## src/rtl/frame_writer.sv

```systemverilog
// frame_writer
//   Terminal output stage of the pixel pipeline. Incoming RGB pixels are
//   queued in a first-word-fall-through FIFO, packed as {8'h00, R, G, B},
//   and written to memory as address-incrementing bursts over a req/ack
//   handshake. After the last word of a frame, oDone pulses for one cycle
//   and the write address rewinds to baseAddr.
//
//   Optional feature macro: FRAME_WRITER_CHECKSUM_EN
//     defined   -> 32-bit running sum of transferred words, latched into
//                  oChecksum at the end of every frame
//     undefined -> oChecksum is constant zero
//
// Ports
//   clk        : clock, all logic on the rising edge
//   reset      : synchronous, active-high
//   iValid     : a pixel is presented this cycle
//   iR/iG/iB   : pixel components (8-bit unsigned)
//   oWrReq     : write request, held until acknowledged
//   iWrAck     : memory accepts; transfer when oWrReq && iWrAck
//   oWrAddress : byte address of the current word
//   oWrData    : current word (FIFO head), zero when the FIFO is empty
//   oLevel     : FIFO occupancy
//   oOverflow  : sticky, a pixel was dropped because the FIFO was full
//   oChecksum  : checksum of the last completed frame
//   oDone      : one-cycle pulse after the final word of a frame
module frame_writer #(
  parameter int unsigned width     = 1920,
  parameter int unsigned height    = 1080,
  parameter logic [31:0] baseAddr  = 32'h0,
  parameter int unsigned burstLen  = 8,
  parameter int unsigned fifoDepth = 32
) (
  input  logic                         clk,
  input  logic                         reset,
  input  logic                         iValid,
  input  logic [7:0]                   iR,
  input  logic [7:0]                   iG,
  input  logic [7:0]                   iB,
  output logic                         oWrReq,
  input  logic                         iWrAck,
  output logic [31:0]                  oWrAddress,
  output logic [31:0]                  oWrData,
  output logic [$clog2(fifoDepth):0]   oLevel,
  output logic                         oOverflow,
  output logic [31:0]                  oChecksum,
  output logic                         oDone
);

  localparam int unsigned aw        = $clog2(fifoDepth);
  localparam int unsigned lw        = aw + 1;
  localparam logic [31:0] frameSize = 32'(width * height);
  localparam logic [31:0] burstLenW = 32'(burstLen);

  typedef enum logic [1:0] {
    IDLE  = 2'd0,
    BURST = 2'd1,
    DONE  = 2'd2
  } stateT;

  stateT          state;
  stateT          stateNext;
  logic [23:0]    mem [fifoDepth];
  logic [aw-1:0]  wrPtr;
  logic [aw-1:0]  rdPtr;
  logic [lw-1:0]  level;
  logic [lw-1:0]  burstCnt;
  logic [31:0]    wordsWritten;
  logic [31:0]    wrAddr;
  logic [31:0]    remaining;
  logic [31:0]    burstWords;
  logic           full;
  logic           push;
  logic           pop;
  logic           loadBurst;
  logic           lastOfBurst;
  logic           lastOfFrame;
  logic           overflow;

  // Datapath decode: FIFO handshakes and burst sizing.
  always_comb begin
    full        = (level == lw'(fifoDepth));
    push        = iValid && !full;
    pop         = (state == BURST) && iWrAck;
    remaining   = frameSize - wordsWritten;
    // The last burst of a frame is shortened to whatever is left.
    burstWords  = (remaining < burstLenW) ? remaining : burstLenW;
    lastOfBurst = (burstCnt == lw'(1));
    lastOfFrame = (wordsWritten == (frameSize - 32'd1));
  end

  // Next-state logic of the burst controller.
  always_comb begin
    stateNext = state;
    loadBurst = 1'b0;
    case (state)
      IDLE: begin
        // A burst starts only once all of its words are already queued,
        // so a burst never stalls waiting for input.
        if (32'(level) >= burstWords) begin
          stateNext = BURST;
          loadBurst = 1'b1;
        end else begin
          stateNext = IDLE;
        end
      end
      BURST: begin
        if (pop && lastOfBurst) begin
          if (lastOfFrame) begin
            stateNext = DONE;
          end else begin
            stateNext = IDLE;
          end
        end else begin
          stateNext = BURST;
        end
      end
      DONE:    stateNext = IDLE;
      default: stateNext = IDLE;
    endcase
  end

  // Controller state register.
  always_ff @(posedge clk) begin
    if (reset) begin
      state <= IDLE;
    end else begin
      state <= stateNext;
    end
  end

  // FIFO storage; contents need no reset because the pointers are cleared.
  always_ff @(posedge clk) begin
    if (push) begin
      mem[wrPtr] <= {iR, iG, iB};
    end
  end

  // FIFO pointers, occupancy and sticky overflow flag.
  always_ff @(posedge clk) begin
    if (reset) begin
      wrPtr    <= '0;
      rdPtr    <= '0;
      level    <= '0;
      overflow <= 1'b0;
    end else begin
      if (push) begin
        wrPtr <= wrPtr + aw'(1);
      end
      if (pop) begin
        rdPtr <= rdPtr + aw'(1);
      end
      case ({push, pop})
        2'b10:   level <= level + lw'(1);
        2'b01:   level <= level - lw'(1);
        default: level <= level;
      endcase
      // Drop is judged on the registered level, even if a pop happens now.
      if (iValid && full) begin
        overflow <= 1'b1;
      end
    end
  end

  // Frame word counter, write address and burst word counter.
  always_ff @(posedge clk) begin
    if (reset) begin
      wordsWritten <= 32'd0;
      wrAddr       <= baseAddr;
      burstCnt     <= '0;
    end else if (state == DONE) begin
      wordsWritten <= 32'd0;
      wrAddr       <= baseAddr;
    end else begin
      if (loadBurst) begin
        burstCnt <= burstWords[lw-1:0];
      end
      if (pop) begin
        wordsWritten <= wordsWritten + 32'd1;
        wrAddr       <= wrAddr + 32'd4;
        burstCnt     <= burstCnt - lw'(1);
      end
    end
  end

`ifdef FRAME_WRITER_CHECKSUM_EN
  logic [31:0] checksumAcc;
  logic [31:0] checksumOut;

  // Frame checksum: sum of transferred words, published at end of frame.
  always_ff @(posedge clk) begin
    if (reset) begin
      checksumAcc <= 32'd0;
      checksumOut <= 32'd0;
    end else if (state == DONE) begin
      checksumOut <= checksumAcc;
      checksumAcc <= 32'd0;
    end else if (pop) begin
      checksumAcc <= checksumAcc + oWrData;
    end
  end

  assign oChecksum = checksumOut;
`else
  assign oChecksum = 32'h0;
`endif

  assign oWrReq     = (state == BURST);
  assign oDone      = (state == DONE);
  assign oWrAddress = wrAddr;
  assign oLevel     = level;
  assign oOverflow  = overflow;
  // Fall-through head of the FIFO; forced to zero when nothing is queued.
  assign oWrData    = (level != '0) ? {8'h00, mem[rdPtr]} : 32'h0;

endmodule

```

## config.mk

```make
export PLATFORM = sky130hd
export DESIGN_NAME = frame_writer
export DESIGN_NICKNAME = d
export VERILOG_FILES = /design/src/rtl/frame_writer.sv
export SDC_FILE = /design/constraint.sdc
export NUM_CORES = 1
export LEC_CHECK = 0
export ABC_AREA = 1
export ABC_CLOCK_PERIOD_IN_PS = 7500
export CORE_MARGIN = 2
export CORE_UTILIZATION = 35
export DETAILED_ROUTE_END_ITERATION = 12
export SYNTH_ARGS = -nofsm -noshare
export SYNTH_HDL_FRONTEND = slang
export SYNTH_SLANG_ARGS = --single-unit
```

## constraint.sdc

```tcl
create_clock -name clk -period 7.5 [get_ports clk]
set_clock_uncertainty 0.15 [all_clocks]
set_input_delay 1.875 -clock clk [delete_from_list [all_inputs] [get_ports clk]]
set_output_delay 1.875 -clock clk [all_outputs]
set_load 0.02 [all_outputs]
```

==> metrics.txt <==
endpoints failing hold 0; Port Buf Inserts 90; Pwr per Cell Area ~240 mW/mm^2; RSZ-0062 raised after global routing false; Synth Flop Type edfxtp_1; Setup violations, final 0; Congestion Overflow GR 0; post-synth top area share between 60% and 70%; setup TNS 0 ns; WHS a little under 0.3 ns; final worst path period need 6.36 ns; synthesized area about 0.036 sq mm; Clock Sinks 860; post-placement cell count 4456; Post-synth EDFFs between 700 and 800; DRC viols 0; largest net degree at the start of global routing between 200 and 250; initial DRC count 2573; critical path arrival ~4.3 ns; vias in the first global route 23300; synth top area cells edfxtp_1 (64%), nor2_1 (6.3%), o21ai_0 (6.2%); GPL Wtd Cong just under 0.9; via count 24700; Hold Buf Count CTS 0; antenna cells 0; GRT Util Overall between 15 and 20%; worst slew pin tran 1.26 ns; hold crit path type register to register; Peak VDD IR around 210 uV; Psw around 0.0023 W; antenna violations before repair 2; CP Capture Type output pin; post-synthesis adder-cell area fraction 0.781%; clk_lat worst skew approximately 0.66 ns; cell accounting for the most synthesized area edfxtp_1; root buffer cell clkbuf_16; Post-Layout Cell Count between 4000 and 5000; fin area slightly above 0.04 sq mm; XOR/XNOR Fraction of Synth Area less than 1%; die extent in x about 330 um; Post-DP Area ~0.039 sq mm; status finished, final reports clean; share of cells above drive strength 1 7.67%; vias per cell between 5 and 6; critical path required time between 5 and 6 ns; row cnt roughly 120; mux cell area share after synthesis 0%; main combinational cell family by area after synthesis compound AO/OA/AOI/OAI gates; Mean Syn Cell Area approximately 12 sq um; CTS buffer count 85; WL/cell 21.6 um; compound-cell area share of the yosys netlist between 10% and 20%; fin nets about 3200; P_leak around 13 nW; number of synthesized register bits 860; Clock power frac around two fifths; Sw Ratio a little under a quarter; DPL Wire Length 53800 um; CTS max path bufs 3; DRT Pass-1 Iters 7; post-CTS setup buffer count 0; Critical-path top delay cell dfxtp_4; first-pass GRT wire length between 100000 and 150000 um; Tcrit/Tclk final a little over four fifths; fill count 9728; Int Pwr 0.00777 W; CP peak stage delay 0.80 ns; Synth warnings 0; Max transition margin ~16%; Post-Synth Simple-Gate Area ~13%; die height 326 um; Gate Count Post-Synth ~3100; asr flop ratio synth 0%; TritonCTS clock tree done; Starting Density between 30% and 40%; critical path launch point type register; class of the most critical setup path register to output pin; htree depth 3; Layout area overhead 14.0%; max-slew violation count 0; fmax around 160 MHz; Crit Path Max Fanout 60; Seq pwr share a little over half; Seq/Total Area, Yosys ~69%; Ports 133; Gate power share under 10%; synth unique cells ~50; Clk pin slew, worst setup/hold paths approximately 0.06 ns; Final ANT Viol Nets 0; Post-CTS Resized 0; final WL around 100000 um; core area between 0.1 and 0.15 sq mm; Die ar. around 0.11 sq mm; number of max-cap violations 0; cells along the critical path buf_4 > nor2_1 > o311ai_0 > nand2_1 > a31oi_1 > clkdlybuf4s50_1
-- stage by stage --
stage                     total power [W]  utilization (%)  worst slack [ns]
after floorplan                   0.00573                -              3.04
after detailed placement          0.00601             37.7              1.93
after global placement            0.00601             37.7              1.83
after CTS                          0.0101             40.4              1.19
after global routing               0.0104             40.4              1.04
final                              0.0101             40.4              1.14
-- power by group through the flow --
stage | sequential, W | clock, W | combinational, W
5_1_grt | 0.00527 | 0.00441 | 0.000696
6_report | 0.00527 | 0.00416 | 0.000640
3_3_place_gp | 0.00537 | 0 | 0.000634
4_1_cts | 0.00527 | 0.00422 | 0.000640
3_5_place_dp | 0.00537 | 0 | 0.000637
2_1_floorplan | 0.00537 | 0 | 0.000363
-- flip-flops by register name, indices dropped and copies added, names as in the netlist, named ones only --
name / count
state: 2
mem: 768
oOverflow: 1
wordsWritten: 32
burstCnt: 6
wrPtr: 5
oLevel: 6
rdPtr: 5
oWrAddress: 30
-- metal layers --
| layer | wire, um | global-route usage [%] |
|---|---|---|
| met1 | 43000 | 25.1 |
| met2 | 46600 | 29.6 |
| met3 | 6600 | 2.50 |
| met4 | 3310 | 6.59 |
| met5 | 31 | 0 |
-- synthesized netlist by cell type (17+ instances only) --
cell type  count
edfxtp_1     768
o22ai_1       67
nand4_1       21
nor3_1        29
nor2_1       603
clkbuf_1     149
a31oi_1       24
dfxtp_1       92
buf_2         21
inv_1        134
ha_1          21
nand3_1      127
xor2_1        17
o221ai_1     125
nand2_1      247
a21oi_1       74
buf_4         43
o21ai_0      447
-- final timing paths --
kind	start	slack, ns	depth (start not counted)	to
max reg2reg	wordsWritten[0]	3.34	24	burstCnt[1]
max	register	1.14	6	oWrData[9]
min	rdPtr[4]	0.29	1	register
min reg2reg	rdPtr[4]	0.29	1	register
-- area by class of cell --
cell class              count  area [sq um]  area share, %
clock inverters            45           432           1.05
well taps                1368          1710           4.15
inverters                 140           543           1.32
multi-input cells        1958         10100           24.5
flip-flops and latches    860         24900           60.4
clock buffers             113          2250           5.46
repair buffers            130          1260           3.06
-- critical path, delay by kind of cell, from the launching register on --
family                 cells  cell delay, ns
AOI/OAI and AO/OA          2            1.05
buffers and inverters      2            1.56
and+or+nand+nor            2            0.20
DFF                        1            0.80
-- cells by family (layout without fill, tap and decap cells) --
| kind of cell | count (synthesis) | count (layout) |
|---|---|---|
| adder cells (fa/ha/maj) | 22 | 22 |
| buffers and inverters | 362 | 428 |
| AO/OA/AOI/OAI | 783 | 783 |
| XOR/XNOR | 24 | 24 |
| flip-flops | 860 | 860 |
| other | 2 | 44 |
| AND/OR/NAND/NOR | 1085 | 1085 |
-- cells in the final DEF, fill, tap and decap left out, drive strengths merged, types with 2 or more instances in the layout --
cell,count
edfxtp,768
or2,2
nand2,259
o22ai,67
nand4,21
xor2,17
nor4,10
o311ai,13
clkinv,33
a31oi,24
o211ai,16
clkinvlp,3
o221ai,125
nand3,134
a21oi,74
buf,40
clkbuf,113
a221oi,3
dfxtp,92
conb,44
ha,21
bufinv,6
xnor2,7
clkdlybuf4s50,90
inv,143
nor3,33
nor2,623
o21a,6
o21ai,448
(Power assumes the default switching activity.)
